[src/rtl/pipe_cpu_param.sv]
// Parametrised 4-stage (IF/ID/EX/WB) in-order core with loadable imem, HALT and run/freeze control.
// Latency: the first instruction writes back after the 3rd edge; FORWARD_EN selects EX forwarding over a 1-cycle ID stall.
// Backpressure: run=0 freezes all pipeline/PC/regfile state; ID RAW hazards hold IF/ID and pc and insert a bubble.
module pipe_cpu_param #(
    parameter int DATA_W  = 8,
    parameter int REG_AW  = 3,
    parameter int IMEM_AW = 4
) (
    input  logic                  clk,
    input  logic                  reset,
    input  logic                  run,
    input  logic                  imem_we,
    input  logic [IMEM_AW-1:0]    imem_addr,
    input  logic [4+3*REG_AW-1:0] imem_wdata,
    output logic [IMEM_AW-1:0]    pc_o,
    output logic                  wb_valid,
    output logic [REG_AW-1:0]     wb_rd,
    output logic [DATA_W-1:0]     wb_data,
    output logic                  stall_o,
    output logic                  halted
);

    localparam int INSTR_W = 4 + 3*REG_AW;
    localparam int NREG    = 2**REG_AW;
    localparam int NIMEM   = 2**IMEM_AW;

    localparam logic [3:0] OP_ADD  = 4'd1;
    localparam logic [3:0] OP_SUB  = 4'd2;
    localparam logic [3:0] OP_AND  = 4'd3;
    localparam logic [3:0] OP_OR   = 4'd4;
    localparam logic [3:0] OP_XOR  = 4'd5;
    localparam logic [3:0] OP_LDI  = 4'd6;
    localparam logic [3:0] OP_MOV  = 4'd7;
    localparam logic [3:0] OP_HALT = 4'd15;

    typedef logic [DATA_W-1:0]  data_t;
    typedef logic [REG_AW-1:0]  reg_t;
    typedef logic [INSTR_W-1:0] instr_t;

    function automatic logic writes_rd(input logic [3:0] op);
        return (op >= 4'd1) && (op <= 4'd7);
    endfunction

    function automatic logic uses_rs1(input logic [3:0] op);
        return ((op >= 4'd1) && (op <= 4'd5)) || (op == OP_MOV);
    endfunction

    function automatic logic uses_rs2(input logic [3:0] op);
        return (op >= 4'd1) && (op <= 4'd5);
    endfunction

    instr_t              imem [NIMEM];
    data_t               rf   [NREG];
    logic [IMEM_AW-1:0]  pc;
    logic                fetch_stop;
    logic                halted_q;

    logic                if_id_vld;
    instr_t              if_id_instr;

    logic                id_ex_vld;
    logic [3:0]          id_ex_op;
    reg_t                id_ex_rd;
    data_t               id_ex_a;
    data_t               id_ex_b;
    data_t               id_ex_imm;
`ifdef FORWARD_EN
    reg_t                id_ex_rs1;
    reg_t                id_ex_rs2;
`endif

    logic                ex_wb_vld;
    logic [3:0]          ex_wb_op;
    reg_t                ex_wb_rd;
    data_t               ex_wb_res;

    logic [3:0]          id_op;
    reg_t                id_rd;
    reg_t                id_rs1;
    reg_t                id_rs2;
    data_t               id_a;
    data_t               id_b;
    data_t               id_imm;
    logic                id_is_halt;
    logic                stall;
    data_t               ex_a;
    data_t               ex_b;
    data_t               ex_res;

    assign id_op      = if_id_instr[INSTR_W-1 -: 4];
    assign id_rd      = if_id_instr[3*REG_AW-1 -: REG_AW];
    assign id_rs1     = if_id_instr[2*REG_AW-1 -: REG_AW];
    assign id_rs2     = if_id_instr[REG_AW-1:0];
    assign id_imm     = data_t'({id_rs1, id_rs2});
    assign id_is_halt = if_id_vld && (id_op == OP_HALT);

    assign wb_valid = ex_wb_vld && writes_rd(ex_wb_op);
    assign wb_rd    = ex_wb_rd;
    assign wb_data  = ex_wb_res;
    assign pc_o     = pc;
    assign stall_o  = stall;
    assign halted   = halted_q;

    // Regfile write-through: the value retiring this cycle is visible to ID now.
    always_comb begin
        id_a = rf[id_rs1];
        id_b = rf[id_rs2];
        if (wb_valid && (wb_rd == id_rs1)) id_a = wb_data;
        if (wb_valid && (wb_rd == id_rs2)) id_b = wb_data;
    end

`ifdef FORWARD_EN
    assign stall = 1'b0;
`else
    assign stall = if_id_vld && id_ex_vld && writes_rd(id_ex_op) &&
                   ((uses_rs1(id_op) && (id_ex_rd == id_rs1)) ||
                    (uses_rs2(id_op) && (id_ex_rd == id_rs2)));
`endif

    always_comb begin
        ex_a = id_ex_a;
        ex_b = id_ex_b;
`ifdef FORWARD_EN
        if (wb_valid && (wb_rd == id_ex_rs1)) ex_a = wb_data;
        if (wb_valid && (wb_rd == id_ex_rs2)) ex_b = wb_data;
`endif
        ex_res = '0;
        case (id_ex_op)
            OP_ADD:  ex_res = ex_a + ex_b;
            OP_SUB:  ex_res = ex_a - ex_b;
            OP_AND:  ex_res = ex_a & ex_b;
            OP_OR:   ex_res = ex_a | ex_b;
            OP_XOR:  ex_res = ex_a ^ ex_b;
            OP_LDI:  ex_res = id_ex_imm;
            OP_MOV:  ex_res = ex_a;
            default: ex_res = '0;
        endcase
    end

    // Instruction memory is deliberately outside reset so the harness can load it while reset is held.
    always_ff @(posedge clk) begin
        if (imem_we) imem[imem_addr] <= imem_wdata;
    end

    always_ff @(posedge clk or posedge reset) begin
        if (reset) begin
            for (int i = 0; i < NREG; i++) rf[i] <= data_t'(i);
        end else if (run && wb_valid) begin
            rf[wb_rd] <= wb_data;
        end
    end

    always_ff @(posedge clk or posedge reset) begin
        if (reset) begin
            pc          <= '0;
            fetch_stop  <= 1'b0;
            halted_q    <= 1'b0;
            if_id_vld   <= 1'b0;
            if_id_instr <= '0;
            id_ex_vld   <= 1'b0;
            id_ex_op    <= '0;
            id_ex_rd    <= '0;
            id_ex_a     <= '0;
            id_ex_b     <= '0;
            id_ex_imm   <= '0;
`ifdef FORWARD_EN
            id_ex_rs1   <= '0;
            id_ex_rs2   <= '0;
`endif
            ex_wb_vld   <= 1'b0;
            ex_wb_op    <= '0;
            ex_wb_rd    <= '0;
            ex_wb_res   <= '0;
        end else if (run) begin
            if (!stall) begin
                if (id_is_halt || fetch_stop) begin
                    if_id_vld <= 1'b0;
                end else begin
                    if_id_vld   <= 1'b1;
                    if_id_instr <= imem[pc];
                    pc          <= pc + 1'b1;
                end
            end
            if (id_is_halt) fetch_stop <= 1'b1;

            id_ex_vld <= if_id_vld && !stall;
            id_ex_op  <= id_op;
            id_ex_rd  <= id_rd;
            id_ex_a   <= id_a;
            id_ex_b   <= id_b;
            id_ex_imm <= id_imm;
`ifdef FORWARD_EN
            id_ex_rs1 <= id_rs1;
            id_ex_rs2 <= id_rs2;
`endif

            ex_wb_vld <= id_ex_vld;
            ex_wb_op  <= id_ex_op;
            ex_wb_rd  <= id_ex_rd;
            ex_wb_res <= ex_res;

            if (ex_wb_vld && (ex_wb_op == OP_HALT)) halted_q <= 1'b1;
        end
    end

endmodule

[config.mk]
export PLATFORM = sky130hd
export DESIGN_NAME = pipe_cpu_param
export DESIGN_NICKNAME = d
export VERILOG_FILES = /design/src/rtl/pipe_cpu_param.sv
export SDC_FILE = /design/constraint.sdc
export NUM_CORES = 1
export LEC_CHECK = 0
export ABC_AREA = 1
export CAP_MARGIN = 20
export CORE_ASPECT_RATIO = 1.4
export CORE_MARGIN = 3
export CORE_UTILIZATION = 62
export CTS_CLUSTER_DIAMETER = 50
export DETAILED_ROUTE_END_ITERATION = 7
export GPL_TIMING_DRIVEN = 0
export PLACE_DENSITY_LB_ADDON = 0.08
export SLEW_MARGIN = 20
export SYNTH_ARGS = -nofsm -noshare
export SYNTH_HDL_FRONTEND = slang
export SYNTH_SLANG_ARGS = --single-unit
[constraint.sdc]
create_clock -name clk -period 5.45 [get_ports clk]
set_input_delay 0.545 -clock clk [delete_from_list [all_inputs] [get_ports clk]]
set_output_delay 0.545 -clock clk [all_outputs]
set_load 0.02 [all_outputs]
; ---- Yosys cells after proc, flatten, opt, wreduce, memory -nomap -nowiden
; Memories as Yosys holds them, arrays and structs flattened. A register that Yosys moved wholly into a read port is not among the register bits.
; Index checks and enable logic that the tools add are counted.
[totals]
ff_bits = 117
ram_bits = 208
input_bits = 21
output_inout_bits = 18
elab_cells = 97
n_memories = 1
[classes]
add_sub_neg = 3
n_lt_le_gt_ge = 10
n_eq_ne = 14
n_mux = 15
bitwise_logic = 8
n_reduce_logical = 24
[mem_list]
columns = name, words, width, read_ports, rd_ports_with_merged_regs, wr, line
row1 = imem, 16, 13, 1, 1, 1, 52  ; instr_t imem [NIMEM];
[op_table]
columns = cell, count
row1 = $bwmux W64, 1
row2 = $mux W8, 7
row3 = $pmux W8 S7, 1
row4 = $bmux W8 S3, 2
row5 = $demux W8 S3, 1
row6 = $eq A4 B3 Y1 const B, 5
row7 = $logic_and A1 B1 Y1, 16
row8 = $eq A3 B3 Y1, 4
row9 = $ge A4 B1 Y1 const B, 3
row10 = $ge A4 B4 Y1 const B, 3
row11 = $le A4 B3 Y1 const B, 3
row12 = $not A3 Y4, 3
row13 = $add A8 B8 Y8, 1
row14 = $and A8 B8 Y8, 1
row15 = $eq A4 B2 Y1 const B, 2
row16 = $eq A4 B4 Y1 const B, 2
row17 = $or A8 B8 Y8, 1
row18 = $sub A8 B8 Y8, 1
row19 = $xor A8 B8 Y8, 1
row20 = $reduce_and A2 Y1, 3
row21 = $add A4 B1 Y4 const B, 1
row22 = $eq A4 B1 Y1 const B, 1
row23 = $lt A4 B1 Y1 const B, 1
row24 = $logic_or A1 B1 Y1, 3
row25 = other kinds (4), 7

; ---- Logic depth before layout (Yosys ltp)
[depth]
ltp_word = 8
ltp_mapped = 20
depth_no_buf = 20

; ---- Least setup slack after synthesis
; Ideal clock, no wire load.
[synth_timing]
path_type = flip-flop to flip-flop
from = register id_ex_b[0] (netlist: ex_b[0])
to = register ex_wb_res[7] (netlist: wb_data[7])
setup_time_ns = 0.117
arrival_time_ns = 2.078
required_ns = 5.333
slack_ns = 3.255
stages_incl_launch_ff = 20
path_buffers = 0
period_less_slack_ns = 2.195
cell_sequence = dfrtp_1 > inv_1 > ha_1 > inv_1 > nor3_1 > nand2_1 > nand2_1 > xor2_1 > inv_1 > ha_1 > nand2_1 > inv_1 > nand2_1 > nand2_1 > a21oi_1 > nand3_1 > nand3_1 > nand2_1 > nand2_1 > nand2_1
[synth_between]
elab_chain_len = 2
elab_cells_between_ends = 3
cone_classes = 2 x add/sub / 1 x mux
[synth_rtl]
columns = item, line
row1 = start: declaration, 65  ; data_t id_ex_b;
row2 = start signal: assignment, 190  ; id_ex_b <= id_b;
row3 = $sub A8 B8 Y8 or $add A8 B8 Y8 (tied branches), "130, 129"
row4 = $pmux W8 S7 *, 128  ; case (id_ex_op)
row5 = end signal: assignment, 200  ; ex_wb_res <= ex_res;
row6 = end: declaration, 75  ; data_t ex_wb_res;
; Mark *: on every way between the ends. The rest lies on a longest branch, timed or not.
; A chain may end at the register's enable or synchronous reset.

; ---- Worst setup path in the final report
[layout_timing]
from = register if_id_instr[1] (read register of imem)
to = output port stall_o
[layout_between]
elab_chain_len = 4
[layout_rtl]
columns = item, line
row1 = start: declaration, 59  ; instr_t if_id_instr;
row2 = $eq A3 B3 Y1, 117  ; (uses_rs2(id_op) && (id_ex_rd == id_rs2)));
row3 = $logic_and A1 B1 Y1, 117
row4 = $logic_or A1 B1 Y1, 116  ; ((uses_rs1(id_op) && (id_ex_rd == id_rs1)) ||
row5 = $logic_and A1 B1 Y1, 115  ; assign stall = if_id_vld && id_ex_vld && writes_rd(id_ex_op) &&
row6 = end: declaration, 19  ; output logic stall_o,
; No other way between the ends.

==> results.py <==
metrics = {
    "power_and_ir_drop": {
        "p_sw_mw": 4.02,
        "pwr_density_cell_nw_per_um2": 557,
        "vdd_drop_max_mv": 0.394,
        "p_clk_share_pct": 25.0,
        "leakage_nw": 6.96,
        "power_frac_comb_pct": 40.2,
        "seqPwrFrac_pct": 34.8,
        "power_mw": 9.81,
        "p_sw_share_pct": 41.0,
        "internal-power_mw": 5.79,
    },
    "die": {
        "start_util_pct": 63.9,
        "io_pins": 39,
        "core_area_um2": 24300,
        "die_h_um": 193,
        "fp.dieW_um": 140,
        "row_count": 67,
        "dieArea_um2": 27000,
    },
    "placement": {
        "dpl.cell_count": 1974,
        "dp_hpwl_um": 31300,
        "dp_worst_setup_slack_ns": 2.94,
        "portBuffers": 37,
        "place.gp.congestion": 0.971,
    },
    "clock_network": {
        "cts_tree": "built",
        "post-cts-setup-buffer-count": 0,
        "cts.clk_slew.worst_paths_ns": 0.06,
        "cts.sinks": 338,
        "cts_resized": 0,
        "hold_buffers": 0,
        "insertion_delay_ns": 0.54,
        "cts-root-buf": "clkbuf_16",
        "htreeDepth": 2,
        "cts_buffers": 35,
        "clockBufferDepth": 3,
    },
    "global_routing": {
        "grt_pass1_vias": 12500,
        "grt_pass1_wl_um": 69400,
        "grt_max_degree": 98,
        "antenna_found_initial": 0,
        "grt-ovfl-total": 0,
        "gr-usage-all-layers_pct": 33.4,
    },
    "timing": {
        "fmax_mhz": 350,
        "hold_viol_final": 0,
        "slew_headroom_pct": 39.3,
        "rsz0062_at_grt": "false",
        "period_share_pct": 52.5,
        "clock_skew_ns": 0.0214,
        "worstMarginPinSlew_ns": 0.909,
        "setup_viol": 0,
        "drv_slew": 0,
        "hold_slack_ns": 0.379,
        "setup_ws_ns": 2.59,
        "min_period_ns": 2.86,
    },
    "finish": {
        "fin_cells": 2037,
        "syn2layout_area_growth_pct": 13.3,
        "diodes": 0,
        "drive_gt1_share_pct": 7.99,
        "final_common_cell": "o21ai_0",
        "nFillCells": 1775,
        "final_cell_mix": "o21ai_0 (336), nand2_1 (303), edfxtp_1 (208), nor2_1 (185), dfrtp_1 (118)",
        "final_util_pct": 72.4,
        "nets": 1748,
    },
    "worst_hold_path": {
        "hold_class": "in -> async",
    },
    "critical_path": {
        "crit_arrival_ns": 2.31,
        "path_class": "reg -> out",
        "crit_required_ns": 4.91,
        "startpoint_type": "flop",
        "critPathMaxFanout": 10,
        "worst_setup_path_end_kind": "output pin",
    },
    "synth": {
        "syn-num-nets": 1668,
        "ys_warn_count": 0,
        "syn_area_um2": 15500,
        "synthSimpleGateAreaFrac_pct": 15.0,
        "yosysSeqAreaShare_pct": 61.3,
        "synth_top_cell_area_share_pct": 40.2,
        "synth_top_area_cell": "edfxtp_1",
        "synth_fa_ha_area_share_pct": 2.14,
        "netlist_top_cells_area": "edfxtp_1 (40%), dfrtp_1 (19%), o21ai_0 (11%), nand2_1 (7.3%), nor2_1 (4.9%)",
        "synthMuxAreaShare_pct": 0,
        "synth.ff_latch_count": 338,
        "syn_inst": 1621,
        "synth-compound-area-share_pct": 15.5,
        "synth_top_family_by_area": "compound AO/OA/AOI/OAI gates",
        "synth_cell_types": 34,
        "avgSynthCellArea_um2": 9.58,
        "synth-xor-area-share_pct": 0.902,
    },
    "run": {
        "max_cap_viol_count": 0,
    },
    "run_status": {
        "status": "finished clean",
    },
    "routing": {
        "first_pass_iters": 5,
        "wl_um": 45400,
        "vias": 12600,
        "avgRoutedWirePerCell_um": 22.3,
        "drc": 0,
        "viasPerCell": 6.18,
        "dr.first_iter.drc_count": 1368,
        "final_antenna_net_count": 0,
    },
}
## state kept, by name, indices dropped and copies added, names as in the netlist, 6 cells and up
| register | cells |
|---|---|
| wb_data | 8 |
| rf | 64 |
| imem | 208 |
| id_ex_imm | 6 |
| ex_a | 8 |
| ex_b | 8 |
| if_id_instr | 13 |
## final timing paths
path                                            startpoint                     end  slack, ns  depth (start not counted)
worst min register to register          halted$_DFFE_PP0P_      halted$_DFFE_PP0P_       0.47                          1
worst max register to register         ex_b[1]$_DFFE_PP0P_  wb_data[7]$_DFFE_PP0P_       2.88                         19
worst max-delay path            if_id_instr[1]$_DFFE_PP0P_                 stall_o       2.59                          8
min in group clk                        halted$_DFFE_PP0P_      halted$_DFFE_PP0P_       0.47                          1
worst min-delay path                                 reset      rf[52]$_DFFE_PP0P_       0.38                          2
max in group asynchronous                            reset  wb_data[2]$_DFFE_PP0P_       4.31                          3
## power groups by stage
stage | clock [mW] | combinational, mW | sequential, mW
final | 2.45 | 3.94 | 3.42
after global routing | 2.56 | 4.35 | 3.45
after CTS | 2.46 | 3.88 | 3.40
after detailed placement | 0 | 3.84 | 3.45
after global placement | 0 | 3.75 | 3.44
after floorplan | 0 | 2.52 | 3.39
## area by class of cell
class,instances,area [µm²],area share (%)
well taps,310,388,2.20
plain buffers,87,389,2.21
repair buffers,43,465,2.64
multi-input cells,1085,5250,29.8
flip-flops and latches,338,9510,54.1
clock buffers,44,930,5.28
inverters,111,424,2.41
clock inverters,19,238,1.35
## routing by layer
| metal | GRT usage [%] | wire [µm] | vias up |
|---|---|---|---|
| met5 | 0 | 0 | - |
| li1 | - | - | 5716 |
| met1 | 38.2 | 15700 | 5981 |
| met2 | 56.3 | 22600 | 689 |
| met4 | 25.0 | 3800 | 0 |
| met3 | 5.14 | 3320 | 195 |
## worst max-delay path, cell delays in order (launching register included)
cell             delay, ns
dfrtp_1               0.35
buf_2                 0.21
xor2_1                0.20
nor2_1                0.10
nand2_1               0.06
nand2_1               0.08
nand2_1               0.07
inv_1                 0.11
clkdlybuf4s50_1       0.62
## cells in the mapped netlist
cell and number:
o21ai_0 336, nand2_1 303, edfxtp_1 208, nor2_1 201, dfrtp_1 118, inv_1 106, a21oi_1 57, nand3_1 53
buf_2 37, clkbuf_1 37, o22ai_1 34, ha_1 25, o211ai_1 19, dfstp_2 12, xor2_1 11, nand4_1 10
o21ai_1 9, buf_1 8, nand3b_1 5, nor3_1 5, xnor2_1 5, buf_4 4, or2_2 4, clkinv_1 3
inv_2 2, a21o_1 1, a31o_2 1, a31oi_1 1, clkbuf_2 1, fa_1 1, nand4_2 1, nor2_4 1
o2111ai_1 1, o31ai_1 1
## metrics by stage
step | setup TNS, ns | area, µm²
4_1_cts | 0 | 17600
3_5_place_dp | 0 | 16400
2_1_floorplan | 0 | 15500
6_report | 0 | 17600
3_3_place_gp | -32.44 | 16300
5_1_grt | 0 | 17600
## cell families (layout without fill, tap and decap cells)
| logic type | after synthesis | count (layout) |
|---|---|---|
| buffers and inverters | 198 | 304 |
| AO/OA/AOI/OAI | 460 | 460 |
| adder cells (fa/ha/maj) | 26 | 26 |
| flip-flops | 338 | 338 |
| XOR/XNOR | 16 | 16 |
| AND/OR/NAND/NOR | 583 | 583 |
No activity file was read; power rests on OpenSTA's default activity.
